===== src/rtl/rgb_2_dvp_pkg.sv =====
// Shared types and helpers for the RGB888-to-DVP transmitter: FSM states,
// the RGB565 packing function and the colour-bar palette.
package rgb_2_dvp_pkg;

    typedef enum logic [2:0] {
        ST_IDLE,
        ST_VSYNC,
        ST_VBACK,
        ST_ACTIVE,
        ST_VFRONT
    } dvp_state_t;

    localparam logic [15:0] BAR_WHITE   = 16'hFFFF;
    localparam logic [15:0] BAR_YELLOW  = 16'hFFE0;
    localparam logic [15:0] BAR_CYAN    = 16'h07FF;
    localparam logic [15:0] BAR_GREEN   = 16'h07E0;
    localparam logic [15:0] BAR_MAGENTA = 16'hF81F;
    localparam logic [15:0] BAR_RED     = 16'hF800;
    localparam logic [15:0] BAR_BLUE    = 16'h001F;
    localparam logic [15:0] BAR_BLACK   = 16'h0000;

    // Pack {R,G,B} 8:8:8 into RGB565; [15:8] is the first DVP byte, [7:0] the second.
    function automatic logic [15:0] rgb888_to_565(input logic [23:0] rgb);
        return {rgb[23:19], rgb[15:10], rgb[7:3]};
    endfunction

    // Colour of vertical bar idx, left to right.
    function automatic logic [15:0] bar_colour(input logic [2:0] idx);
        logic [15:0] c;
        case (idx)
            3'd0:    c = BAR_WHITE;
            3'd1:    c = BAR_YELLOW;
            3'd2:    c = BAR_CYAN;
            3'd3:    c = BAR_GREEN;
            3'd4:    c = BAR_MAGENTA;
            3'd5:    c = BAR_RED;
            3'd6:    c = BAR_BLUE;
            default: c = BAR_BLACK;
        endcase
        return c;
    endfunction

endpackage


===== src/rtl/dvp_tx_fifo.sv =====
// Small synchronous FIFO holding {sof, rgb888} entries ahead of the DVP serialiser.
// Pointers carry one extra wrap bit to tell full from empty.
module dvp_tx_fifo #(
    parameter int WIDTH = 25,
    parameter int AW    = 2
) (
    input  logic             clk_i,
    input  logic             rst_n_i,
    input  logic             push_i,
    input  logic [WIDTH-1:0] data_i,
    input  logic             pop_i,
    output logic [WIDTH-1:0] data_o,
    output logic             full_o,
    output logic             empty_o
);

    localparam int DEPTH = 1 << AW;

    logic [WIDTH-1:0] mem [DEPTH];
    logic [AW:0]      wr_ptr;
    logic [AW:0]      rd_ptr;

    assign empty_o = (wr_ptr == rd_ptr);
    assign full_o  = (wr_ptr[AW] != rd_ptr[AW]) && (wr_ptr[AW-1:0] == rd_ptr[AW-1:0]);
    assign data_o  = mem[rd_ptr[AW-1:0]];

    // Advance read/write pointers on accepted push and pop.
    always_ff @(posedge clk_i or negedge rst_n_i) begin
        if (!rst_n_i) begin
            wr_ptr <= '0;
            rd_ptr <= '0;
        end else begin
            if (push_i && !full_o) begin
                wr_ptr <= wr_ptr + 1'b1;
            end
            if (pop_i && !empty_o) begin
                rd_ptr <= rd_ptr + 1'b1;
            end
        end
    end

    // Storage array, written on accepted push only.
    always_ff @(posedge clk_i) begin
        if (push_i && !full_o) begin
            mem[wr_ptr[AW-1:0]] <= data_i;
        end
    end

endmodule


===== src/rtl/rgb_2_dvp.sv =====
// RGB888 valid/ready stream to OV5640-style DVP transmitter (camera emulator).
// Optional build macro TEST_PATTERN_EN adds pattern_i and an 8-bar colour pattern.
module rgb_2_dvp
    import rgb_2_dvp_pkg::*;
#(
    parameter int H_ACTIVE = 640,
    parameter int H_BLANK  = 160,
    parameter int V_ACTIVE = 480,
    parameter int VS_W     = 2,
    parameter int V_BACK   = 8,
    parameter int V_FRONT  = 8,
    parameter int VS_POL   = 1,
    parameter int FIFO_AW  = 2
) (
    input  logic        clk_i,
    input  logic        rst_n_i,
    input  logic        en_i,
    input  logic        pix_valid_i,
    output logic        pix_ready_o,
    input  logic        pix_sof_i,
    input  logic [23:0] rgb_i,
`ifdef TEST_PATTERN_EN
    input  logic        pattern_i,
`endif
    output logic        cmos_pclk_o,
    output logic        cmos_vsync_o,
    output logic        cmos_href_o,
    output logic [7:0]  cmos_data_o,
    output logic        underflow_o
);

    localparam int   LINE_LEN    = 2 * H_ACTIVE + H_BLANK;
    localparam int   HREF_END    = 2 * H_ACTIVE;
    localparam int   FRAME_LINES = VS_W + V_BACK + V_ACTIVE + V_FRONT;
    localparam int   HW          = $clog2(LINE_LEN);
    localparam int   VW          = $clog2(FRAME_LINES + 1);
    localparam logic VS_ON       = 1'(VS_POL);

    dvp_state_t  state, state_next;
    logic [HW-1:0] h_cnt, h_next;
    logic [VW-1:0] v_cnt, v_next;
    logic [VW-1:0] lines_m1;
    logic          line_end;

    logic [24:0] fifo_head;
    logic        fifo_full, fifo_empty, fifo_push, fifo_pop;

    logic        vsync_d, href_d, uf_set, uf_clr;
    logic [7:0]  data_d, lo_d, pix_lo;
    logic [15:0] pix_word;
    logic        pat_active;
    logic [15:0] pat_word;

    assign pix_ready_o = ~fifo_full;
    assign fifo_push   = pix_valid_i & pix_ready_o;
    assign cmos_pclk_o = ~clk_i;

    dvp_tx_fifo #(.WIDTH(25), .AW(FIFO_AW)) u_fifo (
        .clk_i   (clk_i),
        .rst_n_i (rst_n_i),
        .push_i  (fifo_push),
        .data_i  ({pix_sof_i, rgb_i}),
        .pop_i   (fifo_pop),
        .data_o  (fifo_head),
        .full_o  (fifo_full),
        .empty_o (fifo_empty)
    );

`ifdef TEST_PATTERN_EN
    localparam int BAR_W = (H_ACTIVE / 8 > 0) ? H_ACTIVE / 8 : 1;
    logic          pattern_q;
    logic [HW-1:0] pix_idx;

    // Latch the pattern select as each frame enters vsync.
    always_ff @(posedge clk_i or negedge rst_n_i) begin
        if (!rst_n_i) begin
            pattern_q <= 1'b0;
        end else if (state != ST_VSYNC && state_next == ST_VSYNC) begin
            pattern_q <= pattern_i;
        end
    end

    assign pix_idx    = h_cnt >> 1;
    assign pat_active = pattern_q;
    assign pat_word   = bar_colour(3'(pix_idx / HW'(BAR_W)));
`else
    assign pat_active = 1'b0;
    assign pat_word   = '0;
`endif

    // Next-state and line/column counter sequencing through the frame.
    always_comb begin
        state_next = state;
        h_next     = h_cnt;
        v_next     = v_cnt;
        case (state)
            ST_VSYNC:  lines_m1 = VW'(VS_W - 1);
            ST_VBACK:  lines_m1 = VW'(V_BACK - 1);
            ST_ACTIVE: lines_m1 = VW'(V_ACTIVE - 1);
            ST_VFRONT: lines_m1 = VW'(V_FRONT - 1);
            default:   lines_m1 = '0;
        endcase
        line_end = (h_cnt == HW'(LINE_LEN - 1));
        if (state == ST_IDLE) begin
            h_next = '0;
            v_next = '0;
            if (en_i) begin
                state_next = ST_VSYNC;
            end
        end else begin
            h_next = line_end ? '0 : h_cnt + 1'b1;
            if (line_end) begin
                if (v_cnt == lines_m1) begin
                    v_next = '0;
                    case (state)
                        ST_VSYNC:  state_next = ST_VBACK;
                        ST_VBACK:  state_next = ST_ACTIVE;
                        ST_ACTIVE: state_next = ST_VFRONT;
                        ST_VFRONT: state_next = en_i ? ST_VSYNC : ST_IDLE;
                        default:   state_next = ST_IDLE;
                    endcase
                end else begin
                    v_next = v_cnt + 1'b1;
                end
            end
        end
    end

    // Output decode: sync levels, byte selection, FIFO pops and underflow events.
    always_comb begin
        fifo_pop = 1'b0;
        uf_set   = 1'b0;
        uf_clr   = 1'b0;
        vsync_d  = ~VS_ON;
        href_d   = 1'b0;
        data_d   = 8'h00;
        lo_d     = pix_lo;
        pix_word = rgb888_to_565(fifo_head[23:0]);
        case (state)
            ST_VSYNC, ST_VBACK: begin
                if (state == ST_VSYNC) begin
                    vsync_d = VS_ON;
                    if (h_cnt == '0 && v_cnt == '0) begin
                        uf_clr = 1'b1;
                    end
                end
                if (!pat_active && !fifo_empty && !fifo_head[24]) begin
                    fifo_pop = 1'b1;
                end
            end
            ST_ACTIVE: begin
                if (h_cnt < HW'(HREF_END)) begin
                    href_d = 1'b1;
                    if (!h_cnt[0]) begin
                        if (pat_active) begin
                            data_d = pat_word[15:8];
                        end else if (fifo_empty) begin
                            lo_d   = 8'h00;
                            uf_set = 1'b1;
                        end else begin
                            fifo_pop = 1'b1;
                            data_d   = pix_word[15:8];
                            lo_d     = pix_word[7:0];
                        end
                    end else begin
                        data_d = pat_active ? pat_word[7:0] : pix_lo;
                    end
                end
            end
            default: ;
        endcase
    end

    // FSM state register and frame counters.
    always_ff @(posedge clk_i or negedge rst_n_i) begin
        if (!rst_n_i) begin
            state <= ST_IDLE;
            h_cnt <= '0;
            v_cnt <= '0;
        end else begin
            state <= state_next;
            h_cnt <= h_next;
            v_cnt <= v_next;
        end
    end

    // Registered DVP outputs, held second byte and sticky underflow (set wins over clear).
    always_ff @(posedge clk_i or negedge rst_n_i) begin
        if (!rst_n_i) begin
            cmos_vsync_o <= ~VS_ON;
            cmos_href_o  <= 1'b0;
            cmos_data_o  <= 8'h00;
            pix_lo       <= 8'h00;
            underflow_o  <= 1'b0;
        end else begin
            cmos_vsync_o <= vsync_d;
            cmos_href_o  <= href_d;
            cmos_data_o  <= data_d;
            pix_lo       <= lo_d;
            if (uf_set) begin
                underflow_o <= 1'b1;
            end else if (uf_clr) begin
                underflow_o <= 1'b0;
            end
        end
    end

endmodule


===== config.mk =====
export PLATFORM = sky130hd
export DESIGN_NAME = rgb_2_dvp
export DESIGN_NICKNAME = d
export VERILOG_FILES = /design/src/rtl/rgb_2_dvp_pkg.sv /design/src/rtl/dvp_tx_fifo.sv /design/src/rtl/rgb_2_dvp.sv
export SDC_FILE = /design/constraint.sdc
export NUM_CORES = 1
export LEC_CHECK = 0
export BUFFER_PORTS_ARGS = -buffer_cell sky130_fd_sc_hd__buf_2
export CORE_UTILIZATION = 25
export DETAILED_ROUTE_END_ITERATION = 8
export PLACE_DENSITY_LB_ADDON = 0.3
export SYNTH_ARGS = -nofsm -noshare
export SYNTH_HDL_FRONTEND = slang
export SYNTH_HIERARCHICAL = 1
export SYNTH_SLANG_ARGS = --single-unit

===== constraint.sdc =====
create_clock -name clk_i -period 3 [get_ports clk_i]
set_input_delay 0.45 -clock clk_i [delete_from_list [all_inputs] [get_ports clk_i]]
set_output_delay 0.45 -clock clk_i [all_outputs]
set_load 0.02 [all_outputs]

; Word-level counts from Yosys, hierarchy flattened
; Memories as Yosys holds them, arrays and structs flattened.
; Cells that the tools add are included.
[word_totals]
reg_bits = 48
ramBits = 100
inputBits = 29
out_inout_bits = 13
elab_cells = 85
n_memories = 1
[classes]
add_sub_neg = 4
magnitude_cmp = 1
n_eq_ne = 10
muxes = 37
bitwise = 4
reduce_logical = 18
[mem_list]
columns = name, depth, word_bits, rd, rd_ports_with_merged_regs, wr, line_no
row1 = u_fifo.mem, 4, 25, 1, 0, 1, dvp_tx_fifo.sv:19  ; logic [WIDTH-1:0] mem [DEPTH];
[ops]
columns = op, count
row1 = 2-to-1 mux 8 bit, 5
row2 = 2-to-1 mux 9 bit, 3
row3 = one-hot mux 9 bit (3 select lines), 1
row4 = 2-to-1 mux 11 bit, 2
row5 = 2-to-1 mux 1 bit, 20
row6 = 2-to-1 mux 3 bit, 4
row7 = one-hot mux 3 bit (4 select lines), 1
row8 = "adder 11 x 1 -> 11 bit, second input constant", 1
row9 = "== test 11 bit, second input constant", 1
row10 = logical NOT 11 bit, 1
row11 = "< comparator 11 bit, second input constant", 1
row12 = "adder 9 x 1 -> 9 bit, second input constant", 1
row13 = == test 9 bit, 1
row14 = logical NOT 9 bit, 1
row15 = "adder 3 x 1 -> 3 bit, second input constant", 2
row16 = "== test 3 x 2 -> 1 bit, second input constant", 2
row17 = AND reduction 3 bit, 2
row18 = nonzero test 2 bit, 3
row19 = logical AND 1 bit, 5
row20 = OR reduction 2 bit, 2
row21 = "== test 3 x 1 -> 1 bit, second input constant", 1
row22 = == test 3 bit, 1
row23 = "== test 3 bit, second input constant", 1
row24 = logical NOT 1 bit, 3
row25 = other kinds (7), 9

; Logic depth before layout (Yosys ltp)
; Gate-level depths: netlist of run 1.
[depth]
depth_word = 7
depth_mapped = 9
mapped_depth_nobuf = 7

; Modules after synthesis
; The synthesis of run 1 kept the hierarchy.
[modules_own_cells]
columns = mod, instances, cells_each, area_per_inst_um2, seq_area_each_um2
row1 = dvp_tx_fifo, 1, 179, 4129.0, 3153.0
row2 = rgb_2_dvp, 1, 208, 2087.0, 1051.0

==> results of run 1 <==
-- per-stage QoR --
stage | utilization (%) | hold WS [ns] | setup WS [ns] | instances
2_1_floorplan | - | 0.154 | 0.620 | 347
3_3_place_gp | 28.5 | 0.415 | 0.555 | 644
3_5_place_dp | 28.5 | 0.414 | 0.550 | 644
4_1_cts | 31.6 | 0.234 | 0.449 | 677
5_1_grt | 31.6 | 0.250 | 0.213 | 677
6_report | 31.6 | 0.254 | 0.468 | 677
-- sequential cells by signal, summed over array words and instances, names as in the netlist --
signal / count
cmos_vsync_o: 1
u_fifo/wr_ptr: 3
u_fifo/mem: 68
v_cnt: 9
cmos_data_o: 8
u_fifo/rd_ptr: 3
h_cnt: 11
underflow_o: 1
pix_lo: 8
cmos_href_o: 1
state: 3
-- per-layer routing --
layer / vias to the layer above / share of wire [%]
met1: 1505 / 47
li1: 1424 / -
met2: 45 / 49
met4: 0 / 1.7
met5: - / 0
met3: 15 / 2.9
-- area by class of cell --
| type | count | area, um^2 |
|---|---|---|
| well taps | 265 | 332 |
| flip-flops and latches | 116 | 3240 |
| clock inverters | 11 | 80.1 |
| repair buffers | 47 | 288 |
| inverters | 12 | 45.0 |
| fillers | 1976 | 13400 |
| clock buffers | 23 | 533 |
| multi-input cells | 203 | 1700 |
-- worst max-delay path, cell delays in order --
cell	delay (ns)
sky130_fd_sc_hd__clkbuf_16	0.20
sky130_fd_sc_hd__clkbuf_16	0.19
sky130_fd_sc_hd__inv_1	0.05
sky130_fd_sc_hd__buf_2	0.15
-- power breakdown --
group	switching, mW	internal [mW]	total, mW
Sequential	0.252	2.13	2.38
Combinational	1.04	0.833	1.87
Clock	0.768	1.27	2.04
-- worst max-delay path by stage --
stage                          start          endpoint  slack [ns]  cells after the start
floorplan                   state[1]  u_fifo/rd_ptr[1]        0.62                      9
detailed placement  u_fifo/rd_ptr[0]  u_fifo/rd_ptr[2]        0.55                      7
global placement    u_fifo/rd_ptr[0]  u_fifo/rd_ptr[1]        0.56                      8
CTS                            clk_i       cmos_pclk_o        0.45                      4
global route        u_fifo/rd_ptr[0]  u_fifo/rd_ptr[2]        0.21                      7
finish                         clk_i       cmos_pclk_o        0.47                      4
==> run metrics, run 1 <==
postcts setup bufs=0; Final setup viols=0; Register-to-Register Setup Slack=between 0.5 and 0.6 ns; clock slew at reported path FFs=0.06 ns; Data required, critical path=2.55 ns; std cell rows=just over 50; Crit Reg-Reg Endpoint=u_fifo/rd_ptr[1]; met2 track demand over resource=18.2%; worst hold stages=1; remaining design rule violation count=0; crit path DAT=around 2.1 ns; DR iter-0 viols=roughly 170; number of max-capacitance violations reported=0; overflow left after global routing=0; status=finished, final reports clean; maximum number of pins on one net before global-route repair=31; antenna diode count=0; VDD IR max=0.355 mV; total design power=~6.3 mW; global placer's final weighted congestion=0.786; clock tree from TritonCTS=done; most used routing layer=met2; Post-Place Cell Area=around 5600 um^2; total global-route track usage=11.2%; initial core utilization=approximately 26%; post-route design area=6220 um^2; beginning of the worst hold path=rgb_i[5]; number of nets with antenna violations after routing=0; Max transition margin=between 40% and 50%; clock insertion delay at the later pin of the skew report=just over 0.4 ns; endpoint of the worst hold path=u_fifo/mem[3][5]; cell area power density=between 1000 and 1500 nW/um^2; most common cell after layout, fill and taps aside=sky130_fd_sc_hd__edfxtp_1; number of nets in the layout=around 440; Clock H-tree levels=4; Hold Vio Cnt, Final=0; most frequent cells in the layout=sky130_fd_sc_hd__edfxtp_1 (68), sky130_fd_sc_hd__dfrtp_1 (48), sky130_fd_sc_hd__buf_2 (33); vias per cell=~4.4; via total after detailed routing=roughly 3000; actual transition at the worst max-transition pin=about 0.87 ns; total half-perimeter wirelength after legalization and detailed placement=about 7 mm; cell area after technology mapping=between 5000 and 6000 um^2; first-pass GRT wire length=~17 mm; Static Leak=roughly 2.4 nW; Resized cells post-CTS=0; Die Y-Extent=approximately 140 um; Worst setup SP type=clock port; final setup skew=between 0.006 and 0.007 ns; global routing usage on met1=about 14%; Total Wirelength=between 10 and 15 mm; Clock Tree Buf Depth=2; buffer type at the clock tree root=sky130_fd_sc_hd__clkbuf_16; peak fanout along the critical path=16; RSZ-0062 raised after global routing=no; instance count of the mapped netlist=around 350; path category of the worst min-delay check=in -> reg; detailed-route wire length per cell=15.7 um; FF-to-FF Start=u_fifo/rd_ptr[0]; Die Outline Area=about 21000 um^2; ports placed on the boundary=42; area of the core region=19700 um^2; count of buffers inserted at the top-level ports=33; synthesis-to-finish area growth=22.6%; Die W=about 140 um; number of cells on the worst reg-to-reg path=8; type of destination of the critical path=primary output; TritonCTS Buffers=17; Detailed Routing Iterations Pass 1=4; total negative setup slack=0 ns; average cell area after synthesis=14.6 um^2; antenna violations before repair=0; Final Max Tran Viols=0; routing usage on met3=2.58%; count of hold-fix buffers inserted at cts=1; number of global-route vias before repair=between 3000 and 4000; number of synthesis warnings=6; layout cell share with drive strength beyond 1=28.2%; synthesized net count=between 300 and 400; critical path class=clk -> out
(Power assumes the default switching activity.)
==> run 2: changes to the inputs <==
Settings changed: ABC_AREA set to 1.
Clock period 3 ns to 2.07 ns, I/O delays scaled along.
==> run 2 against run 1 <==
Against the previous run:
- synthesized cell count rose by 35%
- critical path depth unchanged
- sequential power rose by 21%
- global-route usage shrank 0.48 points
- clock skew up 0.0047 ns
==> run metrics, run 2 <==
status=finished, final reports clean; global placer's final weighted congestion=0.777 (-1.1%); Clock H-tree levels=4 (unchanged); number of nets in the layout=551 (+26%); Clock Tree Buf Depth=2 (unchanged); synthesis-to-finish area growth=22.0%; Sw Pwr=1.69 mW (-18%); antenna diode count=0 (unchanged); antenna violations before repair=0 (unchanged); Detailed Routing Iterations Pass 1=4 (unchanged); number of synthesis warnings=6 (unchanged); Die Y-Extent=145 um (+0.43%); cell area power density=1040 nW/um^2 (+3.1%); via total after detailed routing=3426 (+15%); synthesized net count=505 (+31%); path category of the worst min-delay check=in -> reg; number of flip-flops in the largest register=68 (unchanged); Final setup viols=0 (unchanged); VDD IR max=0.631 mV (+78%); Total Wirelength=10.7 mm (+0.68%); cell area after technology mapping=5120 um^2 (+0.86%); RSZ-0062 raised after global routing=no; register area=3240 um^2 (unchanged); fill cell count=2025 (+2.5%); Pint=4.82 mW (+14%); number of nets with antenna violations after routing=0 (unchanged); total negative setup slack=0 ns (unchanged); Die W=145 um (+0.43%); critical path class=clk -> out; number of global-route vias before repair=3331 (+8.2%); actual transition at the worst max-transition pin=0.592 ns (-0.279 ns); share of total power in combinational logic=11.4% (-18 points); remaining design rule violation count=0 (unchanged); std cell rows=51 (unchanged); fraction of power consumed by the clock network=44.6% (+12 points); Final Hold Slack=0.112 ns (-0.142 ns); final setup skew=0.0117 ns (+0.00472 ns); Hold Vio Cnt, Final=0 (unchanged); most used routing layer=met2; layout cell share with drive strength beyond 1=20.6% (-7.6 points); crit path DAT=1.61 ns (-0.47 ns); peak fanout along the critical path=16 (unchanged); Sw Share=26.0% (-6.7 points); Data required, critical path=1.76 ns (-0.79 ns); detailed-route wire length per cell=13.6 um (-14%); initial core utilization=25.9% (+0.055 points); Die Outline Area=21100 um^2 (+0.85%); total global-route track usage=10.7% (-0.48 points); multi-input logic area=1590 um^2 (-6.5%); Final Max Tran Viols=0 (unchanged); clock insertion delay at the later pin of the skew report=0.41 ns (about the same); average cell area after synthesis=11.0 um^2 (-25%); vias per cell=4.34 (-1.8%); global routing usage on met1=13.7% (-0.34 points); most frequent cells in the layout=sky130_fd_sc_hd__nor2_1 (71), sky130_fd_sc_hd__edfxtp_1 (68), sky130_fd_sc_hd__nand2_1 (58); met2 track demand over resource=17.2% (-0.93 points); number of max-capacitance violations reported=0 (unchanged); total half-perimeter wirelength after legalization and detailed placement=7.13 mm (+1.3%); buffer type at the clock tree root=sky130_fd_sc_hd__clkbuf_16; clock tree from TritonCTS=done; fraction of power consumed by sequential logic=44.0% (+6.2 points); ports placed on the boundary=42 (unchanged); clock slew at reported path FFs=0.06 ns (about the same); count of buffers inserted at the top-level ports=33 (unchanged); Static Leak=2.62 nW (+7.9%); most common cell after layout, fill and taps aside=sky130_fd_sc_hd__nor2_1; first-pass GRT wire length=17.3 mm (+2.4%); routing usage on met3=3.21% (+0.62 points); Max transition margin=60.5% (+19 points); instance count of the mapped netlist=467 (+35%); maximum number of pins on one net before global-route repair=38 (+23%); DR iter-0 viols=259 (+49%); TritonCTS Buffers=17 (unchanged); Worst setup SP type=clock port; area of the core region=19800 um^2 (+0.65%); postcts setup bufs=0 (unchanged); overflow left after global routing=0 (unchanged); type of destination of the critical path=primary output
## run 2: metrics by stage
step	util (%)	cell area, um^2	cells	total power [mW]	worst slack, ns
finish	31.6	6250	790	6.52	0.151
floorplan	-	5120	467	3.35	-0.235
global route	31.6	6250	790	6.82	0.0241
global placement	28.5	5640	758	3.69	0.0897
detailed placement	28.5	5640	758	3.71	0.0657
CTS	31.5	6230	790	6.59	0.0629
## run 2: worst max-delay path, cell delays in order
cell	delay [ns]
sky130_fd_sc_hd__clkbuf_16	0.19
sky130_fd_sc_hd__clkbuf_16	0.18
sky130_fd_sc_hd__inv_1	0.04
sky130_fd_sc_hd__buf_2	0.15
## run 2: what timing repair did
action,CTS,global route
endpoints found under the hold margin,16,0
setup endpoints to repair,0,87
hold buffers,1,0
resized for setup,0,4
## run 2: worst paths after layout
path | startpoint | to | slack, ns | cells after the start
max reg2reg | u_fifo/rd_ptr[0] | pix_lo[1] | 0.19 | 6
min reg2reg | pix_lo[0] | pix_lo[0] | 0.49 | 1
min | rgb_i[4] | u_fifo/mem[0][4] | 0.11 | 1
min in group asynchronous | rst_n_i | cmos_vsync_o | 0.39 | 2
max | clk_i | cmos_pclk_o | 0.15 | 4
max in group asynchronous | rst_n_i | h_cnt[2] | 1.09 | 3
## run 2: final cells by class
class / instances / area share (%)
Clock buffer: 18 / 6.89
Clock inverter: 15 / 2.50
Inverter: 45 / 2.78
Multi-Input combinational cell: 285 / 25.4
Sequential cell: 116 / 51.9
Tap cell: 265 / 5.31
Timing Repair Buffer: 46 / 5.15
## run 2: metal layers
metal  part of all wire, %  vias up
li1                      -     1700
met1                    48     1652
met2                    47       72
met3                   4.2        2
met4                  0.27        0
met5                     0        -
## run 2: power groups by stage
stage          Combinational (mW)  Sequential [mW]  Clock [mW]
4_1_cts                     0.753             2.87        2.97
2_1_floorplan               0.417             2.90      0.0346
3_3_place_gp                0.735             2.90      0.0511
6_report                    0.745             2.87        2.91
5_1_grt                     0.838             2.89        3.08
3_5_place_dp                0.748             2.91      0.0511
